**src/rtl/byte_serial_adder_ctrl.sv**
```systemverilog
// Wide adder built from one 8-bit add slice reused once per clock, LSB byte first.
// Start/busy/done handshake; result and carry-out are held until the next completion.
module byte_serial_adder_ctrl #(
  parameter int unsigned NUM_BYTES = 4
) (
  input  logic                     clk,
  input  logic                     rst_n,
  input  logic                     start,
  input  logic [8*NUM_BYTES-1:0]   A,
  input  logic [8*NUM_BYTES-1:0]   B,
  input  logic                     Cin,
  output logic                     busy,
  output logic                     done,
  output logic [8*NUM_BYTES-1:0]   Sum,
  output logic                     Carry
);

  localparam int unsigned W     = 8 * NUM_BYTES;
  localparam int unsigned IDX_W = (NUM_BYTES > 1) ? $clog2(NUM_BYTES) : 1;
  localparam logic [IDX_W-1:0] LAST_IDX = IDX_W'(NUM_BYTES - 1);

  typedef enum logic [1:0] {
    S_IDLE = 2'd0,
    S_ADD  = 2'd1,
    S_DONE = 2'd2
  } state_t;

  state_t           r_state,     w_state_nxt;
  logic [IDX_W-1:0] r_idx,       w_idx_nxt;
  logic             r_carry,     w_carry_nxt;
  logic [W-1:0]     r_part,      w_part_nxt;
  logic [W-1:0]     r_a,         w_a_nxt;
  logic [W-1:0]     r_b,         w_b_nxt;
  logic [W-1:0]     r_sum,       w_sum_nxt;
  logic             r_carry_out, w_carry_out_nxt;
  logic             r_busy,      w_busy_nxt;
  logic             r_done,      w_done_nxt;

  logic [7:0]       w_a_byte;
  logic [7:0]       w_b_byte;
  logic [8:0]       w_add;
  logic [W-1:0]     w_part_merged;

  // Operand byte select for the current pass and the shared 8-bit add slice.
  always_comb begin
    w_a_byte = '0;
    w_b_byte = '0;
    for (int unsigned i = 0; i < NUM_BYTES; i++) begin
      if (r_idx == IDX_W'(i)) begin
        w_a_byte = r_a[8*i +: 8];
        w_b_byte = r_b[8*i +: 8];
      end
    end
    w_add = {1'b0, w_a_byte} + {1'b0, w_b_byte} + 9'(r_carry);
  end

  // Partial sum with this pass's byte already folded in, so the final pass is included.
  always_comb begin
    w_part_merged = r_part;
    for (int unsigned i = 0; i < NUM_BYTES; i++) begin
      if (r_idx == IDX_W'(i)) begin
        w_part_merged[8*i +: 8] = w_add[7:0];
      end
    end
  end

  // Next-state and next-output logic.
  always_comb begin
    w_state_nxt     = r_state;
    w_idx_nxt       = r_idx;
    w_carry_nxt     = r_carry;
    w_part_nxt      = r_part;
    w_a_nxt         = r_a;
    w_b_nxt         = r_b;
    w_sum_nxt       = r_sum;
    w_carry_out_nxt = r_carry_out;

    case (r_state)
      S_IDLE: begin
        if (start) begin
          w_a_nxt     = A;
          w_b_nxt     = B;
          w_carry_nxt = Cin;
          w_idx_nxt   = '0;
          w_part_nxt  = '0;
          w_state_nxt = S_ADD;
        end
      end
      S_ADD: begin
        w_part_nxt  = w_part_merged;
        w_carry_nxt = w_add[8];
        if (r_idx == LAST_IDX) begin
          w_idx_nxt       = '0;
          w_sum_nxt       = w_part_merged;
          w_carry_out_nxt = w_add[8];
          w_state_nxt     = S_DONE;
        end else begin
          w_idx_nxt = r_idx + IDX_W'(1);
        end
      end
      S_DONE: begin
        w_state_nxt = S_IDLE;
      end
      default: begin
        w_state_nxt = S_IDLE;
      end
    endcase

    w_busy_nxt = (w_state_nxt != S_IDLE);
    w_done_nxt = (w_state_nxt == S_DONE);
  end

  always_ff @(posedge clk or negedge rst_n) begin
    if (!rst_n) begin
      r_state     <= S_IDLE;
      r_idx       <= '0;
      r_carry     <= 1'b0;
      r_part      <= '0;
      r_a         <= '0;
      r_b         <= '0;
      r_sum       <= '0;
      r_carry_out <= 1'b0;
      r_busy      <= 1'b0;
      r_done      <= 1'b0;
    end else begin
      r_state     <= w_state_nxt;
      r_idx       <= w_idx_nxt;
      r_carry     <= w_carry_nxt;
      r_part      <= w_part_nxt;
      r_a         <= w_a_nxt;
      r_b         <= w_b_nxt;
      r_sum       <= w_sum_nxt;
      r_carry_out <= w_carry_out_nxt;
      r_busy      <= w_busy_nxt;
      r_done      <= w_done_nxt;
    end
  end

  assign busy  = r_busy;
  assign done  = r_done;
  assign Sum   = r_sum;
  assign Carry = r_carry_out;

endmodule
```
**config.mk**
```make
export PLATFORM = sky130hd
export DESIGN_NAME = byte_serial_adder_ctrl
export DESIGN_NICKNAME = d
export VERILOG_FILES = /design/src/rtl/byte_serial_adder_ctrl.sv
export SDC_FILE = /design/constraint.sdc
export NUM_CORES = 1
export LEC_CHECK = 0
export BUFFER_PORTS_ARGS = -buffer_cell sky130_fd_sc_hd__buf_2
export CAP_MARGIN = 20
export CORE_ASPECT_RATIO = 0.8
export CORE_MARGIN = 2
export CORE_UTILIZATION = 53
export CTS_BUF_LIST = sky130_fd_sc_hd__clkbuf_8
export DETAILED_ROUTE_END_ITERATION = 6
export PLACE_DENSITY = 0.91
export SYNTH_ARGS = -nofsm -noshare
export SYNTH_HDL_FRONTEND = slang
export SYNTH_SLANG_ARGS = --single-unit
export TNS_END_PERCENT = 5
```
**constraint.sdc**
```tcl
create_clock -name clk -period 3.35 [get_ports clk]
set_clock_uncertainty 0.1 [all_clocks]
set_input_delay 0 -clock clk [delete_from_list [all_inputs] [get_ports clk]]
set_output_delay 0 -clock clk [all_outputs]
set_load 0.05 [all_outputs]
```
# Word level (Yosys, flattened, before mapping)
# Cells that the tools add are included.
[totals] regBits=136 input_bits=68 elab_cells=48
[op_classes] add_sub_neg=3 eq_ne=6 n_mux=22 reduce_logical=7
[ops] operator="$mux W8" n=12
[ops] operator="$pmux W32 S2" n=1
[ops] operator="$mux W32" n=1
[ops] operator="$add A8 B8 Y9" n=1
[ops] operator="$add A9 B1 Y9" n=1
[ops] operator="$mux W2" n=4
[ops] operator="$pmux W2 S2" n=2
[ops] operator="$eq A2 B2 Y1 const B" n=3
[ops] operator="$reduce_and A2 Y1" n=3
[ops] operator="$eq A2 B1 Y1 const B" n=2
[ops] operator="$logic_not A2 Y1" n=2
[ops] operator="$reduce_bool A2 Y1" n=2
[ops] operator="$add A2 B1 Y2 const B" n=1
[ops] operator="$ne A2 B2 Y1 const B" n=1
[ops] operator="$pmux W1 S2" n=1
[ops] operator="$mux W1" n=1

# Logic depth before layout (Yosys ltp)
# Gate-level depths: netlist of run 1.
[logic_depth] word_depth=9 depth_mapped=15 ltp_nobuf=13

# Worst setup path after synthesis of run 1
# OpenSTA, ideal clock, no wires.
[synth_path] path_type="flip-flop to flip-flop" from="reg r_idx[1]" to="reg r_part[14]" setup_ns=0.122 t_arrival_ns=3.178 setup_slack_ns=-0.050 path_stages_with_launch=15 synth_period_minus_slack_ns=3.400 cell_sequence="dfrtp_1 -> inv_1 -> ha_1 -> clkbuf_1 -> buf_2 -> a221oi_1 -> nor3_1 -> a21oi_1 -> fa_1 -> fa_1 -> nand2b_1 -> a21oi_1 -> a211oi_2 -> xnor2_1 -> a32o_1"
[synth_via] elab_chain_len=9 elab_cells_between_ends=16 classes_between="add/sub (2); eq/ne (3); mux (10); reduce/logical (1)"
[synth_lines] item="start, declared" line_no="29" text="logic [IDX_W-1:0] r_idx, w_idx_nxt;"
[synth_lines] item="start signal, assigned" line_no="127" text="r_idx <= w_idx_nxt;"
[synth_lines] item="$logic_not A2 Y1" line_no="49" text="if (r_idx == IDX_W'(i)) begin"
[synth_lines] item="$mux W8 (4 in series)" line_no="49"
[synth_lines] item="$add A8 B8 Y9" line_no="54" text="w_add = {1'b0, w_a_byte} + {1'b0, w_b_byte} + 9'(r_carry);"
[synth_lines] item="$add A9 B1 Y9" line_no="54"
[synth_lines] item="$mux W8 *" line_no="61" text="if (r_idx == IDX_W'(i)) begin"
[synth_lines] item="$pmux W32 S2 *" line_no="78" text="case (r_state)"
[synth_lines] item="end signal, assigned" line_no="129" text="r_part <= w_part_nxt;"
[synth_lines] item="end, declared" line_no="31" text="logic [W-1:0] r_part, w_part_nxt;"
# Mark *: on every way between the ends. The rest lies on a longest branch, timed or not.
# A chain may end at the register's enable or synchronous reset.

# Worst setup path after layout of run 1
[layout_path] from="reg r_idx[0]" to="reg r_sum[6], in the netlist Sum[6]"
[layout_via] elab_chain_len=8 elab_cells_between_ends=16 classes_between="add/sub (2); eq/ne (3); mux (9); reduce/logical (2)"
[layout_lines] item="$logic_not A2 Y1" line_no="49, 61"
[layout_lines] item="$mux W8 (4 in series)" line_no="49"
[layout_lines] item="$add A8 B8 Y9" line_no="54"
[layout_lines] item="$add A9 B1 Y9" line_no="54"
[layout_lines] item="$mux W8" line_no="61"
[layout_lines] item="end signal, assigned" line_no="132" text="r_sum <= w_sum_nxt;"
[layout_lines] item="end, declared" line_no="34" text="logic [W-1:0] r_sum, w_sum_nxt;"
# Several ways; a longest one is shown, not always the timed one.

==> metrics, run 1 <==
Yosys reg bits=around 130; Num CTS Buffers=17; CP most frequent cell=a21oi_1; root buffer cell=clkbuf_8; Crit Path Max Fanout=4; Period minus WS final=between 3000 and 4000 ps; routed vias=around 5000; reg2reg end=Sum[6]$_DFFE_PN0P_; Crit path max-delay family=adder cells; Worst EP arrival=about 3600 ps; Non-Filler Instances=between 800 and 900; pin count of the biggest net entering global routing=71; HP Class=in -> async; drt wl/cell=between 15 and 20 um; final WL=approximately 16000 um; Final Max Slew Viols=0; Post-Syn Nets=around 640; Yosys warning total=0; Synth Instances=approximately 550; clock transition at the registers of the reported paths=around 70 ps; TritonCTS clock tree=yes; Data required, critical path=around 3600 ps; post-synthesis cell type count=48; die area=12410 um^2; status=finished clean; Setup TNS=0 ps; sequential fraction of the synthesis area=0.5243; share of cells above drive strength 1=0.3178; Top FF cell, synth=dfrtp_1; Core Rows=35; WS Path Type=reg -> reg; number of synthesized flops with an enable pin=0; R2R Setup Slk=20 ps; Starting Density=0.5366; Max stage delay on crit path=between 400 and 500 ps; dpl hpwl=10270 um; Die H=between 100 and 150 um; clk_lat worst skew=about 440 ps; Final #Nets=about 800; Final ANT Viol Nets=0; sequence of cells on the critical path=inv_1 > ha_1 > nor2b_2 > a221oi_1 > nor3_1 > a21oi_1 > fa_2 > fa_1 > nand2b_1 > a21oi_1 > a211oi_2 > xor2_1 > buf_4 > o21ai_0; vias in the first global route=roughly 5000; RSZ-0062 raised after global routing=yes; gr usage total=0.2750; Mapped Area=6110 um^2; PnR worst setup slack=20.33 ps; total congestion overflow=0; H-tree levels=4; post-synthesis async set-or-reset flop share=1.000; P&R area growth vs syn=29.72%; Slew HR=0.4905; worst slew pin tran=764.2 ps; post-CTS setup repair buffer count=0; IO buf count=slightly above 100; crit end category=flip-flop; first-pass detailed-route iteration total=5; worst r2r src=r_idx[0]$_DFFE_PN0P_; # setup viols final=0; Worst Path Buf+Inv=2; synthesized area per cell=~11 um^2; drt drc=0; x dimension of the die=124.0 um; Worst Setup Start Kind=flip-flop; GPL Wtd Cong=0.8765; Slowest-stage cell, CP=fa_2; antenna violations before repair=0; Ports=between 100 and 150; first-pass GRT wire length=25760 um; dpl cells=779; Post-Place Worst Slack=12.06 ps; drt initial violations=roughly 310; R2R depth=14; Tcrit/Tclk final=0.9939; Fin Hold WS=roughly 78 ps; antenna cells=0; vias per cell=~5.7; Clock Tree Buf Depth=2; final hold violation count=0; Core ar.=around 11000 um^2; Max Cap Violations=0; Max Clock Freq=between 300 and 400 MHz; CTS sink cnt=128
-- registers in the layout, summed over array words and instances (netlist names) --
name     cells
r_state      2
Sum         32
r_a         32
done         1
r_idx        2
r_part      24
r_b         32
busy         1
Carry        1
r_carry      1
-- layout by cell type, fill, tap and decap left out, drive strengths merged, types with 12 or more instances in the layout --
cell         count
dlygate4sd3     67
mux2            66
o21ai           54
a21oi           54
nor2b           14
clkbuf          21
buf            118
a21o            12
dfrtp          128
nand2           65
nand3b          15
-- cell usage after synthesis (all sizes together), types with 3 or more instances --
cell	count	area (um^2)
a22o	9	78.83
nor2b	14	95.09
o21ai	54	285.3
a21oi	54	274.0
nand4	3	18.77
a221oi	3	26.28
dfrtp	128	3203
buf	20	98.84
xor2	3	26.28
nand2	65	244.0
nand3b	15	112.6
clkbuf	21	78.83
a32o	9	93.84
nor3b	9	67.56
xnor2	4	42.55
mux2	66	747.0
ha	11	137.6
inv	8	30.03
a21o	12	90.09
nor2	11	43.80
mux2i	6	60.06
nand3	3	15.01
nand2b	7	43.79
or4b	3	30.03
-- cell type report --
cell class,instances,area [um^2]
clock inverters,11,136.4
fillers,802,3461
repair buffers,185,1336
flip-flops and latches,128,3203
clock buffers,21,289.0
well taps,148,185.2
multi-input cells,377,2745
inverters,8,30.03
-- worst register-to-register path: stages, from the launching register on --
cell	delay, ps
dfrtp_1	420
inv_1	120
ha_1	170
nor2b_2	180
a221oi_1	90
nor3_1	170
a21oi_1	110
fa_2	430
fa_1	400
nand2b_1	200
a21oi_1	180
a211oi_2	90
xor2_1	160
buf_4	170
o21ai_0	220
-- metal layers --
layer,vias to the layer above,global-route usage,routed length [um],share of wire
li1,2284,-,-,-
met1,2478,0.3584,6680,0.41
met2,229,0.4515,8198,0.50
met3,29,0.06875,1173,0.072
met4,0,0.09248,291,0.018
met5,-,0,0,0
-- metrics by stage --
step,util,cell area (um^2)
2_1_floorplan,-,6111
3_3_place_gp,0.5957,6783
3_5_place_dp,0.5957,6783
4_1_cts,0.6929,7889
5_1_grt,0.6960,7925
6_report,0.6960,7925
-- worst max-delay path by stage --
stage	cells after the start	from	endpoint
detailed placement	14	r_idx[1]$_DFFE_PN0P_	r_part[5]$_DFFE_PN0P_
global placement	13	r_idx[0]$_DFFE_PN0P_	r_part[14]$_DFFE_PN0P_
global route	14	r_idx[0]$_DFFE_PN0P_	Sum[6]$_DFFE_PN0P_
finish	14	r_idx[0]$_DFFE_PN0P_	Sum[6]$_DFFE_PN0P_
CTS	13	r_idx[1]$_DFFE_PN0P_	r_part[22]$_DFFE_PN0P_
floorplan	14	r_idx[1]$_DFFE_PN0P_	r_part[14]$_DFFE_PN0P_
-- repair_timing --
action | in CTS | in global routing
resized for setup | 2 | 9
endpoints found under the setup margin | 1 | 38
hold endpoints to repair | 124 | 0
pin swaps | 0 | 2
gates cloned | 0 | 0
hold buffers | 67 | 0
-- logic make-up (layout without fill, tap and decap cells) --
group | Yosys count | count (layout) | share of synthesized area
AO/OA/AOI/OAI | 149 | 149 | 0.1534
flip-flops | 128 | 128 | 0.5243
multiplexers | 72 | 72 | 0.1321
adder cells (fa/ha/maj) | 13 | 13 | 0.02908
AND/OR/NAND/NOR | 136 | 136 | 0.1159
buffers and inverters | 49 | 225 | 0.03400
XOR/XNOR | 7 | 7 | 0.01127
Power of run 1 is left out: the tool's default activity adds up to more than one toggle a clock period on the data nets, which glitch-free logic cannot reach.
==> inputs of run 2 (changes only) <==
--- a/config.mk
+++ b/config.mk
@@ -12,7 +12,7 @@
 export CORE_UTILIZATION = 53
 export CTS_BUF_LIST = sky130_fd_sc_hd__clkbuf_8
 export DETAILED_ROUTE_END_ITERATION = 6
-export PLACE_DENSITY = 0.91
+export PLACE_DENSITY = 0.79
 export SYNTH_ARGS = -nofsm -noshare
 export SYNTH_HDL_FRONTEND = slang
 export SYNTH_SLANG_ARGS = --single-unit
==> run 2 against run 1 <==
  * Count of clock-buffer cells in the layout fell by 1
  * Flip-flop and latch count did not move
  * Register-to-register slack improved by 60 ps
  * Largest cell class unchanged
  * Non-clock buffer count did not move
  * Die area did not move
  * Critical path type unchanged
==> metrics, run 2 (synthesis results as in run 1) <==
status=finished clean; Fin Hold WS=85.44 ps (+7.190 ps); TritonCTS clock tree=yes; Max Clock Freq=306.0 MHz (+1.9%); drt initial violations=351 (+13%); clk_lat worst skew=440 ps (about the same); Worst EP arrival=3490 ps (-80 ps); die area=12410 um^2 (unchanged); total congestion overflow=0 (unchanged); Non-Filler Instances=878 (unchanged); GR Layer Usage met1=0.3610 (+0.002615); worst slew pin tran=804.5 ps (+40.25 ps); Core ar.=11390 um^2 (unchanged); root buffer cell=clkbuf_8; x dimension of the die=124.0 um (unchanged); WS Path Type=reg -> reg; dpl cells=779 (unchanged); Starting Density=0.5366 (unchanged); antenna violations before repair=0 (unchanged); Data required, critical path=3580 ps (about the same); Clock Tree Buf Depth=2 (unchanged); Crit Path Max Fanout=3 (-1); Tcrit/Tclk final=0.9756 (-0.01829); worst r2r src=r_idx[1]$_DFFE_PN0P_; GRT busiest layer=met2; Worst Setup Start Kind=flip-flop; # fillers=782 (-2.5%); crit end category=flip-flop; reg2reg end=r_carry$_DFFE_PN0P_; pin count of the biggest net entering global routing=69 (-2.8%); final hold violation count=0 (unchanged); Period minus WS final=3268 ps (-61.26 ps); antenna cells=0 (unchanged); first-pass GRT wire length=25270 um (-1.9%); commonest non-fill, non-tap cell in the layout=dfrtp_1; HP Class=in -> async; Slew HR=0.4637 (-0.02684); clock transition at the registers of the reported paths=80 ps (about the same); R2R depth=13 (-1); Post-Place Worst Slack=-125.9 ps (-138.0 ps); met3 usage=0.06705 (-0.001705); gr usage total=0.2696 (-0.005477); Core Rows=35 (unchanged); P&R area growth vs syn=30.68%; sequential cell area=3203 um^2 (unchanged); vias per cell=5.613 (-1.8%); most frequent cells in the layout=dfrtp_1, buf_2, dlygate4sd3_1; vias in the first global route=4994 (-1.7%); M2 GR Usage=0.4346 (-0.01681); final WL=15930 um (-2.5%); Die H=100.0 um (unchanged); IO buf count=102 (unchanged); Num CTS Buffers=17 (unchanged); Ports=103 (unchanged); Max Cap Violations=0 (unchanged); RSZ-0062 raised after global routing=yes; CTS sink cnt=128 (unchanged); Final ANT Viol Nets=0 (unchanged); dpl hpwl=10060 um (-2.0%); Final #Nets=798 (unchanged); first-pass detailed-route iteration total=5 (unchanged); drt drc=0 (unchanged); Final Max Slew Viols=0 (unchanged); area occupied by multi-input gates=2775 um^2 (+1.1%); fin util=0.7012 (+0.005165); H-tree levels=4 (unchanged); # setup viols final=0 (unchanged); R2R Setup Slk=80 ps (+60 ps); share of cells above drive strength 1=0.3288 (+0.01096); GPL Wtd Cong=0.8152 (-7.0%); routed vias=4928 (-1.8%); PnR worst setup slack=81.59 ps (+61.26 ps); drt wl/cell=18.15 um (-2.5%)
[run 2: cell types whose count changed in the layout (fill, tap and decap cells not counted), sizes merged]
cell / change
inv: -1
clkinv: +1
bufinv: +1
clkbuf: -1
[run 2: repair_timing]
| item | 4_1_cts | 5_1_grt |
|---|---|---|
| resized for setup | 5 | 18 |
| endpoints found under the hold margin | 126 | 0 |
| endpoints found under the setup margin | 16 | 38 |
| buffers inserted | 0 | 0 |
| pin swaps | 0 | 3 |
| hold buffers | 67 | 0 |
[run 2: metrics by stage]
stage                     cell area [um^2]  setup TNS [ps]
after floorplan                       6111               0
after global placement                6770               0
after detailed placement              6770          -506.6
after CTS                             7918               0
after global routing                  7984          -255.8
final                                 7984               0
[run 2: critical path, cell delays in order (launching register included)]
cell      delay (ps)
dfrtp_1          410
inv_1            120
ha_2             220
nor2b_2          160
a221oi_1          80
nor3_1           240
a21oi_1          110
fa_2             410
fa_2             390
nand2b_1         190
a21oi_2          190
a211oi_4          70
o21a_1           220
a221oi_1         270
[run 2: worst max path at each step]
stage / to / from / depth (start not counted) / slack (ps)
after floorplan: r_part[14]$_DFFE_PN0P_ / r_idx[1]$_DFFE_PN0P_ / 14 / 20
after global placement: r_part[13]$_DFFE_PN0P_ / r_idx[0]$_DFFE_PN0P_ / 13 / 60
after detailed placement: r_part[5]$_DFFE_PN0P_ / r_idx[0]$_DFFE_PN0P_ / 13 / -130
after CTS: r_carry$_DFFE_PN0P_ / r_idx[0]$_DFFE_PN0P_ / 13 / 30
after global routing: r_carry$_DFFE_PN0P_ / r_idx[1]$_DFFE_PN0P_ / 13 / -70
final: r_carry$_DFFE_PN0P_ / r_idx[1]$_DFFE_PN0P_ / 13 / 80
[run 2: per-layer routing]
metal,wire [um],up-vias
met5,0,-
met4,283,0
met3,932,27
met2,7802,184
met1,6915,2421
li1,-,2296
[run 2: layout make-up]
| class | instances | share of cell area |
|---|---|---|
| sequential | 128 | 0.4012 |
| tap | 148 | 0.02319 |
| clock buffer | 20 | 0.03448 |
| clock inverter | 12 | 0.02288 |
| inverter | 8 | 0.003761 |
| timing repair buffer | 185 | 0.1669 |
| multi-input combinational | 377 | 0.3476 |
Power of run 2 is left out for the same reason.
